==> src/rtl/decomp_addr_ctrl.sv <==
// Address/control sequencer for one image decompression: codebook load, then index sweep.
// Optional macro DECOMP_PAUSE_EN adds a pause input that stalls the DECODE index sweep.
module decomp_addr_ctrl #(
    parameter int unsigned DATA_W  = 24,
    parameter int unsigned CB_AW   = 6,
    parameter int unsigned PIX_AW  = 20,
    parameter int unsigned PIX_NUM = 1048576
) (
    input  logic              clk,
    input  logic              rst,
    input  logic              start,
`ifdef DECOMP_PAUSE_EN
    input  logic              pause,
`endif
    input  logic              cb_valid,
    input  logic [DATA_W-1:0] cb_data,
    output logic              cb_ready,
    output logic              idx_re,
    output logic [PIX_AW-1:0] idx_A,
    input  logic [CB_AW-1:0]  idx_data,
    output logic              weight_en,
    output logic [DATA_W-1:0] weight_data,
    output logic [CB_AW-1:0]  weight_A,
    output logic              tag_en,
    output logic [CB_AW-1:0]  tag_A,
    output logic              RAM3_WE_reg_out,
    output logic [PIX_AW-1:0] RAM3_A_reg_out,
    output logic [1:0]        state,
    output logic              done
);

    typedef enum logic [1:0] {
        StIdle   = 2'd0,
        StLoadCb = 2'd1,
        StDecode = 2'd2,
        StDone   = 2'd3
    } state_e;

    localparam logic [CB_AW-1:0]  CbLast  = {CB_AW{1'b1}};
    localparam logic [PIX_AW-1:0] PixLast = PIX_AW'(PIX_NUM - 1);

    state_e            state_q, state_d;
    logic [CB_AW-1:0]  cb_cnt_q, cb_cnt_d;
    logic [PIX_AW-1:0] pix_cnt_q, pix_cnt_d;
    logic              stall;
    logic              accept;

`ifdef DECOMP_PAUSE_EN
    assign stall = pause;
`else
    assign stall = 1'b0;
`endif

    always_comb begin
        cb_ready        = (state_q == StLoadCb);
        accept          = cb_ready & cb_valid;
        idx_re          = (state_q == StDecode) & ~stall;
        idx_A           = pix_cnt_q;
        done            = (state_q == StDone);
        state           = state_q;
        RAM3_WE_reg_out = tag_en;
        // Read data belongs to the pixel addressed last cycle, matching RAM3_A_reg_out.
        tag_A           = tag_en ? idx_data : '0;
    end

    always_comb begin
        state_d   = state_q;
        cb_cnt_d  = cb_cnt_q;
        pix_cnt_d = pix_cnt_q;
        unique case (state_q)
            StIdle: begin
                if (start) begin
                    state_d   = StLoadCb;
                    cb_cnt_d  = '0;
                    pix_cnt_d = '0;
                end
            end
            StLoadCb: begin
                if (cb_valid) begin
                    cb_cnt_d = cb_cnt_q + CB_AW'(1);
                    if (cb_cnt_q == CbLast) begin
                        state_d = StDecode;
                    end
                end
            end
            StDecode: begin
                if (!stall) begin
                    pix_cnt_d = pix_cnt_q + PIX_AW'(1);
                    if (pix_cnt_q == PixLast) begin
                        state_d = StDone;
                    end
                end
            end
            StDone: state_d = StIdle;
        endcase
    end

    always_ff @(posedge clk or negedge rst) begin
        if (!rst) begin
            state_q        <= StIdle;
            cb_cnt_q       <= '0;
            pix_cnt_q      <= '0;
            weight_en      <= 1'b0;
            weight_data    <= '0;
            weight_A       <= '0;
            tag_en         <= 1'b0;
            RAM3_A_reg_out <= '0;
        end else begin
            state_q        <= state_d;
            cb_cnt_q       <= cb_cnt_d;
            pix_cnt_q      <= pix_cnt_d;
            weight_en      <= accept;
            if (accept) begin
                weight_data <= cb_data;
                weight_A    <= cb_cnt_q;
            end
            tag_en         <= idx_re;
            RAM3_A_reg_out <= idx_A;
        end
    end

endmodule

==> config.mk <==
export PLATFORM = sky130hd
export DESIGN_NAME = decomp_addr_ctrl
export DESIGN_NICKNAME = d
export VERILOG_FILES = /design/src/rtl/decomp_addr_ctrl.sv
export SDC_FILE = /design/constraint.sdc
export NUM_CORES = 1
export LEC_CHECK = 0
export BUFFER_PORTS_ARGS = -buffer_cell sky130_fd_sc_hd__buf_2
export CAP_MARGIN = 20
export CORE_ASPECT_RATIO = 1.75
export CORE_MARGIN = 2
export CORE_UTILIZATION = 45
export DETAILED_ROUTE_END_ITERATION = 12
export HOLD_SLACK_MARGIN = 0.03
export PLACE_DENSITY = 0.83
export SLEW_MARGIN = 20
export SYNTH_ARGS = -nofsm -noshare
export SYNTH_HDL_FRONTEND = slang
export SYNTH_SLANG_ARGS = --single-unit
export TNS_END_PERCENT = 100
==> constraint.sdc <==
create_clock -name clk -period 2.3 [get_ports clk]
set_input_delay 0.69 -clock clk [delete_from_list [all_inputs] [get_ports clk]]
set_output_delay 0.69 -clock clk [all_outputs]
set_load 0.005 [all_outputs]
==> key figures, run 1 <==
Status
  – Outcome: completed

Global route
  – First-pass GRT wire length: 11090 um
  – GRT Util Overall: 0.1857
  – Initial antenna violation count: 0
  – Grt total ovfl: 0
  – Vias in the first global route: about 2400
  – Largest net degree at the start of global routing: 38

Logic synthesis
  – Post-synthesis adder-cell area fraction: 0.02317
  – Synthesis-stage register bit count: 80
  – Syn nets: a little under 300
  – Netlist cell types: 38
  – Post-synthesis simple-gate area fraction: 0.1266
  – Compound-gate portion of the synthesized area: 0.05521
  – Synth area leaders: dfrtp_1, mux2_2, xor2_1
  – Combinational family with the most area after synthesis: simple AND/OR/NAND/NOR gates
  – Most used DFF post-synth: dfrtp_1
  – Yosys warning total: 0
  – Top-count cell post-synth: dfrtp_1
  – Commonest cells post-synth: dfrtp_1, mux2_2, nor2_1
  – Synth area leader: dfrtp_1
  – Mapped Cells: between 200 and 300
  – Post-synthesis xor/xnor area fraction: 0.04054
  – Syn Area/Cell: ~13 um2
  – Post-synthesis sequential area ratio: 0.6178
  – Number of synthesized flops with an enable pin: 0
  – Area share of the largest cell type after synthesis: 0.6178
  – Mux cell area share after synthesis: 0.1116
  – Post-Syn Area: approximately 3200 um2
  – Ys async rst share: 1.000

Worst setup path
  – FF-to-FF path depth: 7
  – Worst Setup Start Kind: register
  – Type of the worst setup path: reg2out
  – CP endpoint kind: output port
  – Worst path max stage delay: between 0.4 and 0.5 ns
  – CP arrival: about 1.5 ns
  – Required @ worst endpoint: around 1.6 ns
  – CP Cell Sequence: inv_1, ha_1, buf_2
  – Critical Path Fanout Max: 16
  – Crit-path slowest cell: ha_1

Die
  – # IOs: roughly 120
  – Die width: ~68 um
  – Initial core utilization: 0.4578
  – Core Box Area: approximately 7000 um2
  – Die Y: approximately 120 um
  – Num rows: 41
  – Full die area: 7923 um2

Clock tree
  – Clk sink count: 80
  – CTS Buffer Depth: 2
  – TritonCTS clock tree: built
  – Clock Latency Late Sink: between 0.3 and 0.4 ns
  – H-tree levels: 3
  – Clock input transition at the sequential cells of the worst setup and hold paths: approximately 0.06 ns
  – CTS Buf Count: 9
  – Post-CTS sizing: 0
  – Root Driver: clkbuf_16
  – Hold Buf Count CTS: 0
  – Post-CTS Setup Bufs: 0

Layout
  – Synth-to-Final Area Change: 32.82%
  – Area used by multi-input combinational logic: ~1200 um2
  – Layout fillers: just under 600
  – Flip-flop and latch area: between 2000 and 2500 um2
  – Ant. Diodes: 0
  – Fraction of layout cells with a size suffix above 1: 0.4597
  – NumNets Final: 420

Worst hold path
  – Hold Path Class: in2async

Drt
  – Drt drc: 0
  – DR WL/cell: 14.55 um
  – Routed WL: between 6000 and 7000 um
  – Via count: between 2000 and 2500
  – Initial DRC count: between 100 and 150
  – Vias per inst: 5.106
  – Detail Route Antenna Nets: 0
  – 1st-pass router iterations: 4

Timing
  – RSZ-0062 raised after global routing: no
  – Rel. slew slack: 0.6238
  – Slew @ Worst Pin: around 0.56 ns
  – Final Slew Violations: 0
  – Final Critical Period: roughly 2.2 ns
  – Final Skew: 0.003756 ns
  – Setup_tns: 0 ns
  – Final hold vios: 0
  – Fmax: around 460 MHz
  – # setup viols final: 0
  – Part of the cycle the worst path needs: 0.9403

Power
  – Leakage power: approximately 0.0023 uW
  – Total Power: just over 5000 uW
  – Pwr dens: approximately 1200 nW/um2
  – VDD IR-drop max: around 0.00067 V

Place
  – GP Congestion: around 0.75
  – Detail Placement HPWL: approximately 5000 um
  – PortBufs: approximately 120

Flow run
  – Max-Cap Viols: 0
[area by class of cell]
class / count / area share
flip-flops and latches: 80 / 0.4651
repair buffers: 126 / 0.1523
well taps: 86 / 0.02500
multi-input cells: 156 / 0.2689
clock inverters: 5 / 0.02384
clock buffers: 11 / 0.05872
inverters: 7 / 0.006105
[registers in the layout (all words and copies together), names as in the netlist]
register / count
RAM3_A_reg_out: 20
RAM3_WE_reg_out: 1
cb_cnt_q: 6
idx_A: 20
state: 2
weight_A: 6
weight_data: 24
weight_en: 1
[layout by cell type, fill, tap and decap left out, drive strengths merged, types with 8 or more instances in the layout]
cell type | Yosys | final
and2 | 9 | 9
buf | 7 | 126
clkbuf | 4 | 11
dfrtp | 80 | 80
mux2 | 30 | 30
nand2 | 8 | 8
nand3 | 15 | 15
nand4 | 8 | 8
nor2 | 17 | 17
o21ai | 13 | 13
xor2 | 12 | 12
[power breakdown]
group,internal (uW),switching [uW],total (uW)
clock,1120,532,1650
sequential,1760,215,1970
combinational,741,672,1410
total,3610,1420,5030
[final timing paths]
path                            slack (ns)           endpoint  startpoint
worst max register to register        0.20           idx_A[6]    state[0]
min in group clk                      0.45  RAM3_A_reg_out[9]    idx_A[9]
worst min-delay path                  0.31     weight_data[3]         rst
worst max-delay path                  0.14           cb_ready    state[1]
max in group asynchronous             1.34    weight_data[11]         rst
worst min register to register        0.45  RAM3_A_reg_out[9]    idx_A[9]
[worst max-delay path, delay by kind of cell (launching register included)]
family | cells | cell delay [ns]
buf+inv | 2 | 0.29
fa+ha+maj | 1 | 0.43
flops | 1 | 0.41
[metrics by stage]
stage / hold slack [ns] / worst slack [ns] / cells / utilization / cell area (um2)
2_1_floorplan: 0.3944 / 0.3568 / 254 / - / 3241
6_report: 0.3124 / 0.1372 / 471 / 0.6080 / 4304
4_1_cts: 0.3301 / 0.1242 / 471 / 0.6080 / 4304
3_5_place_dp: 0.4338 / 0.2093 / 455 / 0.5578 / 3949
3_3_place_gp: 0.4214 / 0.3095 / 455 / 0.5578 / 3949
5_1_grt: 0.3534 / 0.01121 / 471 / 0.6080 / 4304
[logic make-up after synthesis]
logic type / Yosys count
adders and majority gates: 6
and+or+nand+nor: 74
xor gates and xnor gates: 15
DFF: 80
muxes: 32
buffers and inverters: 18
AOI/OAI and AO/OA: 29
[routing by layer]
metal | track usage | part of all wire | vias to the layer above
met5 | 0 | 0 | -
met4 | 0.08133 | 0.017 | 0
met3 | 0.05106 | 0.051 | 8
met2 | 0.3307 | 0.55 | 66
met1 | 0.1990 | 0.38 | 1197
li1 | - | - | 1134
(Power assumes the default switching activity.)
==> run 2, diff against run 1 <==
- GPL_TIMING_DRIVEN: not set -> 0
==> run 2 against run 1 <==
Non-clock buffer count grew 4. Sequential share of layout area grew 0.62 points. Die area is the same. Final cell count grew 0.85%. Sequential power is essentially flat. Core utilization shrank 0.80 points. Flip-flop and latch count is the same. Clock power shrank 22%. Worst setup slack gained 0.13 ns. Via count shrank 1.3%. First-iteration DRC count shrank 19%. Global-route usage shrank 1.0 points. Critical path type is now reg2reg. Critical endpoint is now idx_A[17]. Largest cell class unchanged.
==> key figures, run 2 (synthesis results as in run 1) <==
Status
  – Outcome: completed (unchanged)

Power
  – VDD IR-drop max: 0.0005869 V (was 0.0006696 V)
  – Pwr dens: 1099 nW/um2 (was 1170 nW/um2)
  – Leakage power: 0.002246 uW (was 0.002286 uW)

Layout
  – Post-layout instance area: 4248 um2 (was 4304 um2)
  – Layout fillers: 586 (unchanged)
  – Reg with most FFs: weight_data (unchanged)
  – NumNets Final: 424 (was 420)
  – Largest register FFs: 24 (unchanged)
  – Fraction of layout cells with a size suffix above 1: 0.4499 (was 0.4597)
  – Most common cell after layout, fill and taps aside: buf_2 (unchanged)
  – Synth-to-Final Area Change: 31.08% (was 32.82%)
  – Ant. Diodes: 0 (unchanged)
  – Most frequent cells in the layout: buf_2, dfrtp_1, mux2_2, nor2_1, nand3_1 (unchanged)

Global route
  – Vias in the first global route: 2207 (was 2444)
  – Grt total ovfl: 0 (unchanged)
  – Met1 usage: 0.1962 (was 0.1990)
  – Largest net degree at the start of global routing: 53 (was 38)
  – First-pass GRT wire length: 10270 um (was 11090 um)
  – Met2 usage in global routing: 0.3042 (was 0.3307)
  – Initial antenna violation count: 0 (unchanged)
  – GRT Util Overall: 0.1753 (was 0.1857)
  – Global route hottest layer: met2 (unchanged)
  – Routing usage on met3: 0.04432 (was 0.05106)

Worst setup path
  – Critical Path Fanout Max: 9 (was 16)
  – Required @ worst endpoint: 2.56 ns (was 1.61 ns)
  – Type of the worst setup path: reg2reg (was reg2out)
  – Top Family by Delay on Critical Path: simple AND/OR/NAND/NOR gates (was adder cells)
  – Worst Setup Start Kind: register (unchanged)
  – Crit-path slowest cell: dfrtp_1 (was ha_1)
  – CP endpoint kind: register (was output port)
  – CP arrival: 2.29 ns (was 1.47 ns)
  – CP Cell Sequence: inv_1, ha_1, buf_2, mux2i_2, nor3b_4, nand3_2, or3_1, a21oi_1 (was inv_1, ha_1, buf_2)
  – Worst path max stage delay: 0.42 ns (was 0.43 ns)
  – Buffers & Inverters on Critical Path: 2 (unchanged)

Die
  – Initial core utilization: 0.4578 (unchanged)
  – Num rows: 41 (unchanged)
  – Full die area: 7923 um2 (unchanged)
  – # IOs: 118 (unchanged)
  – Die width: 68.15 um (unchanged)
  – Core Box Area: 7079 um2 (unchanged)
  – Die Y: 116.3 um (unchanged)

Clock tree
  – H-tree levels: 3 (unchanged)
  – Clock input transition at the sequential cells of the worst setup and hold paths: 0.06 ns (about the same)
  – TritonCTS clock tree: built (unchanged)
  – Clock Latency Late Sink: 0.33 ns (about the same)
  – Root Driver: clkbuf_16 (unchanged)
  – CTS Buf Count: 9 (unchanged)
  – CTS Buffer Depth: 2 (unchanged)
  – Clk sink count: 80 (unchanged)

Drt
  – Routed WL: 6499 um (was 6855 um)
  – Via count: 2374 (was 2405)
  – DR WL/cell: 13.68 um (was 14.55 um)
  – Initial DRC count: 87 (was 108)
  – 1st-pass router iterations: 4 (unchanged)
  – Detail Route Antenna Nets: 0 (unchanged)
  – Vias per inst: 4.998 (was 5.106)
  – Drt drc: 0 (unchanged)

Worst hold path
  – Hold Path Class: in2async (unchanged)

Timing
  – Part of the cycle the worst path needs: 0.8849 (was 0.9403)
  – Rel. slew slack: 0.6345 (was 0.6238)
  – Final Critical Period: 2.035 ns (was 2.163 ns)
  – Final Skew: 0.007819 ns (was 0.003756 ns)
  – # setup viols final: 0 (unchanged)
  – Fmax: 491.4 MHz (was 462.4 MHz)
  – Final hold vios: 0 (unchanged)
  – Slew @ Worst Pin: 0.5459 ns (was 0.5622 ns)
  – RSZ-0062 raised after global routing: no (unchanged)
  – Final Slew Violations: 0 (unchanged)
  – Setup_tns: 0 ns (unchanged)

Place
  – GP Congestion: 0.7675 (was 0.7539)
  – Placed inst area: 3959 um2 (was 3949 um2)
  – PortBufs: 116 (was 117)
  – Detail Placement HPWL: 4808 um (was 4977 um)

Flow run
  – Max-Cap Viols: 0 (unchanged)
-- run 2: path summary, 6_finish.rpt --
check / end / cells past startpoint / start / slack (ns)
worst min-delay path: weight_data[1] / 1 / rst / 0.28
min in group clk: RAM3_A_reg_out[19] / 0 / idx_A[19] / 0.44
worst max-delay path: idx_A[17] / 8 / state[0] / 0.26
worst min register to register: RAM3_A_reg_out[19] / 0 / idx_A[19] / 0.44
worst max register to register: idx_A[17] / 8 / state[0] / 0.26
max in group asynchronous: idx_A[17] / 2 / rst / 1.45
-- run 2: worst register-to-register path: stages, from the launching register on --
cell and delay, ns:
dfrtp_1 0.42, inv_1 0.10, ha_1 0.19, buf_2 0.22, mux2i_2 0.16, nor3b_4 0.27, nand3_2 0.14, or3_1 0.32
a21oi_1 0.14
-- run 2: what timing repair did --
item,CTS,global route
endpoints found under the setup margin,0,6
hold buffers,0,0
buffers inserted,0,2
resized for setup,0,1
-- run 2: power breakdown --
| group | switching [uW] | internal, uW | total, uW |
|---|---|---|---|
| combinational | 659 | 756 | 1420 |
| clock | 554 | 727 | 1280 |
| sequential | 217 | 1760 | 1970 |
-- run 2: stage by stage --
step           worst slack [ns]  hold slack [ns]  std cells  utilization  power [uW]
2_1_floorplan            0.3568           0.3944        254            -        2823
3_3_place_gp            0.01935           0.4168        456       0.5550        3360
3_5_place_dp            0.08811           0.4273        457       0.5592        3444
4_1_cts                 0.09058           0.2906        473       0.5976        4739
5_1_grt                 0.03983           0.3121        475       0.6000        4996
6_report                 0.2648           0.2834        475       0.6000        4670
-- run 2: area by class of cell --
type,count,area [um2],share of cell area
plain buffers,11,55.05,0.01296
clock inverters,7,46.29,0.01090
flip-flops and latches,80,2002,0.4713
clock buffers,9,225.2,0.05302
repair buffers,119,625.6,0.1473
inverters,7,26.28,0.006186
multi-input cells,156,1160,0.2730
well taps,86,107.6,0.02533
-- run 2: metal layers --
metal	wire (um)	part of all wire
met1	2478	0.38
met2	3530	0.54
met3	362	0.056
met4	127	0.020
met5	0	0
==> run 3, diff against run 2 <==
- MAX_ROUTING_LAYER: not set -> met4
==> run 3 against run 2 <==
Clock skew about the same. Register-to-register slack about the same. Core utilization unchanged. Critical endpoint unchanged. Critical path type unchanged.
==> key figures, run 3 (synthesis results as in run 1) <==
Status
  – Outcome: completed (unchanged)

Place
  – PortBufs: 116 (unchanged)
  – Detail Placement HPWL: 4808 um (unchanged)
  – GP Congestion: 0.7778 (was 0.7675)

Worst setup path
  – Crit-path slowest cell: dfrtp_1 (unchanged)
  – FF-to-FF Start: state[0] (unchanged)
  – Top Family by Delay on Critical Path: simple AND/OR/NAND/NOR gates (unchanged)
  – Critical Path Fanout Max: 9 (unchanged)
  – CP endpoint kind: register (unchanged)
  – Reg2reg end: idx_A[17] (unchanged)
  – Type of the worst setup path: reg2reg (unchanged)
  – Required @ worst endpoint: 2.56 ns (about the same)
  – Worst Setup Start Kind: register (unchanged)
  – CP Cell Sequence: inv_1, ha_1, buf_2, mux2i_2, nor3b_4, nand3_2, or3_1, a21oi_1 (unchanged)
  – Worst path max stage delay: 0.42 ns (about the same)
  – Critical Path Stages: 8 (unchanged)
  – Reg2Reg Setup Slack: 0.26 ns (about the same)
  – Crit path launch: state[0] (unchanged)
  – FF-to-FF path depth: 8 (unchanged)
  – Buffers & Inverters on Critical Path: 2 (unchanged)
  – CP arrival: 2.30 ns (was 2.29 ns)

Drt
  – Routed WL: 6516 um (was 6499 um)
  – Vias per inst: 5.013 (was 4.998)
  – Initial DRC count: 93 (was 87)
  – DR WL/cell: 13.72 um (was 13.68 um)
  – Detail Route Antenna Nets: 0 (unchanged)
  – 1st-pass router iterations: 4 (unchanged)
  – Via count: 2381 (was 2374)
  – Drt drc: 0 (unchanged)

Global route
  – First-pass GRT wire length: 10270 um (about the same)
  – GRT Util Overall: 0.1805 (was 0.1753)
  – Grt total ovfl: 0 (unchanged)
  – Vias in the first global route: 2213 (was 2207)
  – Initial antenna violation count: 0 (unchanged)
  – Largest net degree at the start of global routing: 53 (unchanged)

Layout
  – Area used by multi-input combinational logic: 1160 um2 (unchanged)
  – Flip-flop and latch area: 2002 um2 (unchanged)
  – Synth-to-Final Area Change: 31.08% (unchanged)
  – Most frequent cells in the layout: buf_2, dfrtp_1, mux2_2, nor2_1, nand3_1 (unchanged)
  – Reg with most FFs: weight_data (unchanged)
  – Fraction of layout cells with a size suffix above 1: 0.4499 (unchanged)
  – Largest register FFs: 24 (unchanged)
  – Post-layout util: 0.6000 (unchanged)
  – Layout fillers: 586 (unchanged)
  – NumNets Final: 424 (unchanged)
  – Most common cell after layout, fill and taps aside: buf_2 (unchanged)
  – Ant. Diodes: 0 (unchanged)

Timing
  – # setup viols final: 0 (unchanged)
  – Final Critical Period: 2.040 ns (was 2.035 ns)
  – RSZ-0062 raised after global routing: no (unchanged)
  – Final hold vios: 0 (unchanged)
  – Final Skew: 0.007576 ns (was 0.007819 ns)
  – Rel. slew slack: 0.6379 (was 0.6345)
  – Setup_tns: 0 ns (unchanged)
  – Final Slew Violations: 0 (unchanged)
  – Part of the cycle the worst path needs: 0.8871 (was 0.8849)
  – Fmax: 490.1 MHz (was 491.4 MHz)
  – Slew @ Worst Pin: 0.5408 ns (was 0.5459 ns)

Clock tree
  – CTS Buffer Depth: 2 (unchanged)
  – TritonCTS clock tree: built (unchanged)
  – Clk sink count: 80 (unchanged)
  – Clock Latency Late Sink: 0.33 ns (about the same)
  – CTS Buf Count: 9 (unchanged)
  – Root Driver: clkbuf_16 (unchanged)
  – Clock input transition at the sequential cells of the worst setup and hold paths: 0.06 ns (about the same)
  – H-tree levels: 3 (unchanged)
  – Hold Buf Count CTS: 0 (unchanged)

Power
  – VDD IR-drop max: 0.0005898 V (was 0.0005869 V)
  – Pwr dens: 1101 nW/um2 (was 1099 nW/um2)
  – Leakage power: 0.002246 uW (unchanged)

Worst hold path
  – Hold Path Class: in2async (unchanged)

Die
  – Initial core utilization: 0.4578 (unchanged)
  – Core Box Area: 7079 um2 (unchanged)
  – Full die area: 7923 um2 (unchanged)
  – Die Y: 116.3 um (unchanged)
  – Die width: 68.15 um (unchanged)
  – Num rows: 41 (unchanged)
  – # IOs: 118 (unchanged)

Flow run
  – Max-Cap Viols: 0 (unchanged)
-- run 3: cell counts in the layout (fill, tap and decap cells not counted) --
Identical to the previous run, type by type.
-- run 3: metal layers --
layer  part of all wire  wire length [um]  vias to the layer above  GRT usage
met1               0.39              2534                     1155     0.2000
li1                   -                 -                     1144          -
met4              0.020               131                        0    0.08133
met5                  0                 0                        -          -
met2               0.54              3535                       71     0.3042
met3              0.048               315                       11    0.03854
-- run 3: final cells by class --
type                    count  share of cell area
repair buffers            119              0.1473
inverters                   7            0.006186
multi-input cells         156              0.2730
clock buffers               9             0.05302
plain buffers              11             0.01296
flip-flops and latches     80              0.4713
clock inverters             7             0.01090
well taps                  86             0.02533
-- run 3: through the flow --
| stage | total power (uW) | hold slack (ns) | instances | setup WS [ns] | cell area, um2 |
|---|---|---|---|---|---|
| floorplan | 2823 | 0.3944 | 254 | 0.3568 | 3241 |
| global placement | 3360 | 0.4168 | 456 | 0.01935 | 3929 |
| detailed placement | 3444 | 0.4273 | 457 | 0.08811 | 3959 |
| CTS | 4739 | 0.2906 | 473 | 0.09058 | 4230 |
| global route | 4995 | 0.3116 | 475 | 0.03983 | 4248 |
| finish | 4677 | 0.2843 | 475 | 0.2596 | 4248 |
-- run 3: what timing repair did --
| action | 4_1_cts | 5_1_grt |
|---|---|---|
| resized for setup | 0 | 1 |
| setup endpoints to repair | 0 | 6 |
| buffers inserted | 0 | 2 |
-- run 3: worst register-to-register path: stages (launching register included) --
cell and delay, ns:
dfrtp_1 0.42, inv_1 0.10, ha_1 0.19, buf_2 0.22, mux2i_2 0.16, nor3b_4 0.27
nand3_2 0.14, or3_1 0.32, a21oi_1 0.14
-- run 3: worst max path at each step --
stage	endpoint	slack, ns
floorplan	idx_A[17]	0.36
finish	idx_A[17]	0.26
global route	idx_A[19]	0.04
CTS	idx_A[6]	0.09
detailed placement	idx_A[6]	0.09
global placement	RAM3_A_reg_out[10]	0.02
-- run 3: power by group --
group | switching [uW] | internal, uW
clock | 560 | 727
combinational | 660 | 756
sequential | 217 | 1760
total | 1440 | 3240
